`src/rtl/imex_pkg.sv`:
```
// Shared definitions for the imex stream arbiter: default widths, the arbiter
// FSM state encoding and a constant-evaluable clog2 helper.
package imex_pkg;

  localparam int DW_DEF   = 24;          // default pixel word width
  localparam int CW       = DW_DEF / 3;  // per-channel width
  localparam int NREQ_MAX = 8;           // largest supported source count

  typedef enum logic {
    ST_IDLE  = 1'b0,
    ST_GRANT = 1'b1
  } arb_state_e;

  // Smallest r with 2**r >= v; usable in parameter expressions.
  function automatic int clog2(input int v);
    int r;
    r = 0;
    for (int i = 0; i < 31; i++) begin
      if ((1 << i) < v) r = i + 1;
    end
    return r;
  endfunction

endpackage

```
`src/rtl/imex_rr_pick.sv`:
```
// Combinational round-robin picker: returns the first requester at or after
// ptr (wrapping) as a one-hot grant, plus an any-request flag.
module imex_rr_pick
  import imex_pkg::*;
#(
  parameter int NREQ = 4,
  parameter int PW   = 2
) (
  input  logic [NREQ-1:0] req,
  input  logic [PW-1:0]   ptr,
  output logic [NREQ-1:0] gnt,
  output logic            any
);

  logic [2*NREQ-1:0] dbl_req;
  logic [NREQ-1:0]   rot_req;
  logic [NREQ-1:0]   rot_gnt;
  logic [2*NREQ-1:0] dbl_gnt;

  // Rotate so ptr sits at bit 0, isolate the lowest set bit, rotate back.
  assign dbl_req = {req, req};
  assign rot_req = NREQ'(dbl_req >> ptr);
  assign rot_gnt = rot_req & (~rot_req + NREQ'(1));
  assign dbl_gnt = {{NREQ{1'b0}}, rot_gnt} << ptr;
  assign gnt     = dbl_gnt[NREQ-1:0] | dbl_gnt[2*NREQ-1:NREQ];
  assign any     = |req;

endmodule

```
`src/rtl/imex_stream_arb.sv`:
```
// Round-robin packet arbiter feeding the single imex pixel datapath.
// One source is granted per packet (or per MAXBURST beats), its beats pass
// through one registered output stage, then the arbiter re-arbitrates.
// Optional build macro IMEX_ARB_STATS_EN adds per-source accepted-beat counters
// on o_stat_beats.
module imex_stream_arb
  import imex_pkg::*;
#(
  parameter int NREQ     = 4,
  parameter int DW       = DW_DEF,
  parameter int MAXBURST = 16
) (
  input  logic              clk,
  input  logic              rst,
  input  logic [NREQ-1:0]   i_valid,
  input  logic [NREQ*DW-1:0] i_data,
  input  logic [NREQ-1:0]   i_last,
  output logic [NREQ-1:0]   o_ready,
  output logic              o_valid,
  output logic [DW-1:0]     o_data,
  output logic              o_last,
  input  logic              i_ready,
  output logic [NREQ-1:0]   o_grant,
  output logic              o_error
`ifdef IMEX_ARB_STATS_EN
  ,
  output logic [NREQ*16-1:0] o_stat_beats
`endif
);

  localparam int PW = (clog2(NREQ) < 1) ? 1 : clog2(NREQ);
  localparam int BW = (clog2(MAXBURST) < 1) ? 1 : clog2(MAXBURST);
  localparam logic [BW-1:0] LAST_CNT = BW'(MAXBURST - 1);
  localparam logic [PW-1:0] LAST_IDX = PW'(NREQ - 1);

  arb_state_e      state_q, state_d;
  logic [NREQ-1:0] grant_q;
  logic [PW-1:0]   gidx_q;
  logic [PW-1:0]   ptr_q;
  logic [BW-1:0]   beat_cnt_q;

  logic [NREQ-1:0] pick_gnt;
  logic            pick_any;
  logic [PW-1:0]   pick_idx;

  logic            take;      // output stage can load a beat this cycle
  logic            accept;    // granted source's beat transfers this cycle
  logic            rel;       // accepted beat ends the grant
  logic            truncate;  // release forced by the burst limit
  logic            sel_valid;
  logic            sel_last;
  logic [DW-1:0]   sel_data;

  imex_rr_pick #(
    .NREQ (NREQ),
    .PW   (PW)
  ) u_pick (
    .req (i_valid),
    .ptr (ptr_q),
    .gnt (pick_gnt),
    .any (pick_any)
  );

  // Encode the picker's one-hot grant into a source index.
  always_comb begin
    pick_idx = '0;
    for (int i = 0; i < NREQ; i++) begin
      if (pick_gnt[i]) pick_idx = PW'(i);
    end
  end

  assign sel_valid = i_valid[gidx_q];
  assign sel_last  = i_last[gidx_q];
  assign sel_data  = i_data[gidx_q*DW +: DW];
  assign take      = ~o_valid | i_ready;
  assign accept    = (state_q == ST_GRANT) & sel_valid & take;
  assign rel       = accept & (sel_last | (beat_cnt_q == LAST_CNT));
  assign truncate  = rel & ~sel_last;
  assign o_grant   = grant_q;

  // Next-state and per-source accept decode.
  always_comb begin
    // NOTE: every combinational output gets a default first so no path leaves it unassigned (no latch).
    state_d = state_q;
    o_ready = '0;
    case (state_q)
      ST_IDLE: begin
        if (pick_any) state_d = ST_GRANT;
      end
      ST_GRANT: begin
        o_ready = grant_q & {NREQ{take}};
        if (rel) state_d = ST_IDLE;
      end
      default: state_d = ST_IDLE;
    endcase
  end

  // FSM state register.
  always_ff @(posedge clk or posedge rst) begin
    // NOTE: state is updated with non-blocking assignments so every register samples pre-edge values.
    if (rst) state_q <= ST_IDLE;
    else     state_q <= state_d;
  end

  // Grant, round-robin pointer and per-grant beat counter.
  always_ff @(posedge clk or posedge rst) begin
    if (rst) begin
      grant_q    <= '0;
      gidx_q     <= '0;
      ptr_q      <= '0;
      beat_cnt_q <= '0;
    end else if (state_q == ST_IDLE) begin
      if (pick_any) begin
        grant_q <= pick_gnt;
        gidx_q  <= pick_idx;
      end
    end else if (rel) begin
      // Releasing source drops to lowest priority.
      grant_q    <= '0;
      ptr_q      <= (gidx_q == LAST_IDX) ? '0 : gidx_q + PW'(1);
      beat_cnt_q <= '0;
    end else if (accept) begin
      beat_cnt_q <= beat_cnt_q + BW'(1);
    end
  end

  // Registered output stage: load on accept, hold on stall, drain on i_ready.
  always_ff @(posedge clk or posedge rst) begin
    if (rst) begin
      o_valid <= 1'b0;
      o_data  <= '0;
      o_last  <= 1'b0;
      o_error <= 1'b0;
    end else begin
      o_error <= 1'b0;
      if (accept) begin
        o_valid <= 1'b1;
        o_data  <= sel_data;
        o_last  <= rel;
        o_error <= truncate;
      end else if (i_ready) begin
        o_valid <= 1'b0;
        o_last  <= 1'b0;
      end
    end
  end

`ifdef IMEX_ARB_STATS_EN
  logic [15:0] stat_cnt [NREQ];

  // Per-source saturating count of accepted beats.
  always_ff @(posedge clk or posedge rst) begin
    // NOTE: this small register array is reset explicitly; a RAM-backed store could not be cleared this way.
    if (rst) begin
      for (int k = 0; k < NREQ; k++) stat_cnt[k] <= '0;
    end else if (accept && (stat_cnt[gidx_q] != 16'hFFFF)) begin
      stat_cnt[gidx_q] <= stat_cnt[gidx_q] + 16'd1;
    end
  end

  // Flatten the counters onto the stats port.
  always_comb begin
    o_stat_beats = '0;
    for (int k = 0; k < NREQ; k++) o_stat_beats[k*16 +: 16] = stat_cnt[k];
  end
`endif

endmodule

```
`config.mk`:
```
export PLATFORM = sky130hd
export DESIGN_NAME = imex_stream_arb
export DESIGN_NICKNAME = d
export VERILOG_FILES = /design/src/rtl/imex_pkg.sv /design/src/rtl/imex_rr_pick.sv /design/src/rtl/imex_stream_arb.sv
export SDC_FILE = /design/constraint.sdc
export NUM_CORES = 1
export LEC_CHECK = 0
export BUFFER_PORTS_ARGS = -buffer_cell sky130_fd_sc_hd__buf_2
export CAP_MARGIN = 20
export CORE_MARGIN = 3
export CORE_UTILIZATION = 40
export DETAILED_ROUTE_END_ITERATION = 8
export MAX_ROUTING_LAYER = met4
export PLACE_DENSITY = 0.71
export SYNTH_ARGS = -nofsm -noshare
export SYNTH_HDL_FRONTEND = slang
export SYNTH_SLANG_ARGS = --single-unit
```
`constraint.sdc`:
```
create_clock -name clk -period 2 [get_ports clk]
set_input_delay 0.4 -clock clk [delete_from_list [all_inputs] [get_ports clk]]
set_output_delay 0.4 -clock clk [all_outputs]
set_load 0.02 [all_outputs]
```
After elaboration in Yosys (flattened, before gate mapping) --
Cells that the tools add are included.
Cells by class: muxes and demuxes 21, bitwise operators 13, $lt $le $gt $ge 1, add/subtract/negate cells 3, multiply operators 1, reduce and logical (&&, ||, !) cells 8, eq/ne operators 3, shift-type cells 3
Operators by type and width (number):
- $shiftx A96 B8 Y24 | 1
- $mux W4 | 6
- $mux W1 | 9
- $add A4 B1 Y4 const B | 2
- $and A4 B4 Y4 | 2
- $reduce_and A2 Y1 | 4
- $shl A4 B2 Y8 | 1
- $shr A8 B2 Y4 | 1
- $mux W2 | 3
- $reduce_bool A2 Y1 | 3
- $and A1 B1 Y1 | 4
- $bmux W1 S2 | 2
- $eq A4 B4 Y1 const B | 1
- $mul A2 B2 Y4 const B | 1
- $not A4 Y4 | 1
- $or A4 B4 Y4 | 1
- $reduce_or A4 Y1 | 1
- $lt A2 B3 Y1 const B | 1
- $not A1 Y1 | 3
- $add A2 B1 Y2 const B | 1
- $eq A2 B2 Y1 const B | 1
- $ne A2 B1 Y1 const B | 1
- $or A1 B1 Y1 | 2
- $pmux W1 S2 | 1
Storage, ports and cells: input port bits 107, flip-flop bits (word level) 40, word-level logic and storage cells 62

Logic depth before layout (Yosys ltp) --
depth in word-level cells 9, gate-level depth with buffers 6, mapped depth without buffers 4

Modules after synthesis --
From an unflattened synthesis, not the netlist that was laid out.
Unflattened totals: cell total of the unflattened synthesis 172, area total of the unflattened synthesis 2384.8 um^2
By module, submodules not included:
- imex_stream_arb | instances 1, cells an instance 153, area each 2270.9 um^2
- imex_rr_pick | instances 1, cells an instance 19, area each 113.9 um^2

Worst setup path before layout --
Ideal clock, no wire load.
kind reg-to-reg, from register gidx_q[0], to register o_data[10], stages on the path, launching flop included 6, required time 1875 ps, arrival time 1707 ps, library setup time 125 ps, slack 168 ps, path buffers 2, cells stage by stage dfrtp_1 -> buf_6 -> mux4_2 -> nand3_4 -> buf_4 -> mux2_2
On the way: longest elaborated chain between the ends 4, elaborated cells on any way between the ends 6, those cells by class mul (1); shift (1); mux (2); bitwise (2)
RTL lines:
- start: declaration | line imex_stream_arb.sv:38 | logic [PW-1:0] gidx_q;
- start signal: assignment | line imex_stream_arb.sv:115 | gidx_q <= pick_idx;
- parallel branches: the longest is 4 deep, another holds $mul A2 B2 Y4
- end signal: assignment | line imex_stream_arb.sv:138 | o_data <= sel_data;
- end: declaration | line imex_stream_arb.sv:20 | output logic [DW-1:0] o_data,
Several ways; the timed one is not identified. The select of a mux whose other input is x is not followed. A chain may end at the register's enable or synchronous reset.

Worst setup path after layout --
from register gidx_q[0], to register o_data[4]
Same word-level chain as after synthesis.

==> flow_summary.toml <==
[cells_and_area]
diodes = 0
nNetsFinal = 421
syn2layout_area_growth_pct = 39.9
drive_gt1_share_pct = 67.4

[clocking]
clockBufferDepth = 2
hold_buffers = 0
cts.sinks = 40
cts_tree = "yes"
clk_latency_ps = 290
h-tree-depth = 2
ctsResizeCount = 0
postCtsSetupBuffers = 0
cts.clk_slew.worst_paths_ps = 80
cts-buffers-inserted = 5
clockRootBuffer = "clkbuf_8"

[placement]
hpwl_um = 4800
gp_congestion = 0.780
portBuffers = 141
post-place-ws_ps = 136

[sta]
slew_viol_final = 0
post-route-min-period_ps = 1810
skew_ps = 10.7
tns_ps = 0
rsz0062_at_grt = "false"
setup_viol = 0
worstMarginPinSlew_ps = 349
final.setup.worst_slack_ps = 192
timing.slew.headroom_pct = 76.7
period_share_pct = 90.4
hold_viol_final = 0
fmax_mhz = 553

[drt]
drc = 0
antenna_left = 0
avgViaCountPerCell = 5.29
dr.first_iter.drc_count = 66
dr.pass1.iters = 4
routed_wl_um = 5960
wl_per_cell_um = 15.5
num_vias = 2036

[synthesis]
synth_top_area_share_pct = 42.6
ys_warn_count = 0
ys_seq_area_share_pct = 42.6
synth_cells = 166
synthTopCellsByArea = "dfrtp_1 43%, mux4_2 22%, mux2_2 11%, mux4_1 3.4%, nand2_1 1.6%"
synth_top_area_cell = "dfrtp_1"
syn-num-nets = 275
synth_area_um2 = 2350
synth_area_per_cell_um2 = 14.1
synth_cell_type_count = 36
ys_ff_latch = 40

[global_routing]
grt_use_total_pct = 17.7
grt_pass1_wl_um = 8800
grt_pass1_vias = 1925
antenna_found_initial = 0
gr-total-overflow = 0
grt_start_max_net_pins = 41

[floorplanning]
die_area_um2 = 6820
core_area_um2 = 5610
die_w_um = 82.6
row_count = 27
num_io_pins = 142
die_h_um = 82.6
start_util_pct = 41.9

[setup_path]
startpoint_type = "flop"
crit_fanout = 21
rrSetupSlack_ps = 190
arrival_ps = 1980
end_kind = "flop"
cp.required_ps = 2170
critPathKind = "reg -> reg"

[power_and_ir_drop]
power_density_nw_per_um2 = 1520
vdd_drop_max_mv = 0.731
p_leak_nw = 1.60

[outcome]
status = "finished clean"

[flow_run]
maxCapViolations = 0

[min_path]
holdCritPathClass = "in -> async"
-- sequential cells by signal, indices dropped and copies added, names as in the netlist --
name and count:
o_valid 1, beat_cnt_q 4, o_last 1, o_grant 4, ptr_q 2, o_error 1
state_q 1, gidx_q 2, o_data 24
-- cells in the final DEF (no fill, tap or decap), types with 2 or more instances in the layout --
cell type / n
or2_2: 2
mux4_2: 23
a21oi_1: 4
clkbuf_8: 7
o22ai_1: 4
mux2_2: 23
nor2_1: 7
inv_1: 3
dfrtp_1: 39
mux4_1: 3
nand2b_1: 2
ha_1: 2
nand2_1: 10
o221ai_1: 2
o21ai_0: 7
buf_2: 141
and3_1: 4
o41ai_1: 2
a31oi_1: 2
buf_12: 3
buf_4: 5
-- cell usage after synthesis --
cell       count
dfrtp_1       40
mux2_2        23
mux4_2        23
nand2_1       10
nor2_1         7
o21ai_0        7
a21oi_1        4
and3_1         4
buf_2          4
inv_1          4
o22ai_1        4
clkbuf_1       3
mux4_1         3
a31oi_1        2
buf_4          2
ha_1           2
nand2b_1       2
o221ai_1       2
o41ai_1        2
or2_2          2
a21o_1         1
a22o_1         1
a2bb2oi_1      1
a31o_2         1
a31oi_4        1
buf_6          1
mux2_1         1
mux2_4         1
nand3_1        1
nand3_4        1
nand3b_1       1
nor2_4         1
nor2b_1        1
nor3_1         1
o21a_1         1
o21ba_2        1
-- power by group --
part	internal, mW	leakage, nW	switching, mW
logic	1.48	1.07	1.44
clock network	0.315	0.0515	0.268
registers	1.22	0.482	0.282
total	3.02	1.60	1.99
-- metrics by stage --
stage	area, um^2	instances	hold slack (ps)	utilization (%)	power [mW]
final	3280	385	126	58.6	5.00
after global routing	3280	385	141	58.6	5.37
after CTS	3280	385	127	58.6	5.09
after detailed placement	3180	377	446	56.8	4.49
after global placement	3180	377	444	56.8	4.40
after floorplan	2350	166	476	-	3.60
-- layout make-up --
| class | count | area [um^2] |
|---|---|---|
| fillers | 499 | 2320 |
| multi-input cells | 112 | 1270 |
| well taps | 72 | 90.1 |
| flip-flops and latches | 40 | 1000 |
| clock buffers | 8 | 100 |
| inverters | 4 | 15.0 |
| repair buffers | 149 | 803 |
-- metal layers --
metal	share of wire (%)	global-route usage, %
met5	0	-
met1	36	19.9
met3	10	3.58
met2	52	31.0
met4	1.4	6.37
-- path summary, 6_finish.rpt --
kind,start,to,cells after the start
max,gidx_q[0]$_DFFE_PP0P_,o_data[4]$_DFFE_PP0P_,4
min,rst,o_data[18]$_DFFE_PP0P_,3
max reg2reg,gidx_q[0]$_DFFE_PP0P_,o_data[4]$_DFFE_PP0P_,4
min reg2reg,o_data[15]$_DFFE_PP0P_,o_data[15]$_DFFE_PP0P_,1
max in group asynchronous,rst,gidx_q[0]$_DFFE_PP0P_,3
min in group clk,i_valid[0],o_grant[0]$_DFFE_PP0P_,3
-- worst max-delay path: stages (launching register included) --
cell     delay [ps]
dfrtp_2         430
mux4_2          570
nand3_4         160
buf_12          170
mux2_2          350
-- logic make-up after synthesis --
family | share of synthesized area, %
AO/OA/AOI/OAI | 8.53
AND/OR/NAND/NOR | 7.09
multiplexers | 37.6
adder cells (fa/ha/maj) | 1.07
buffers and inverters | 3.09
flip-flops | 42.6
(Power assumes the default switching activity.)
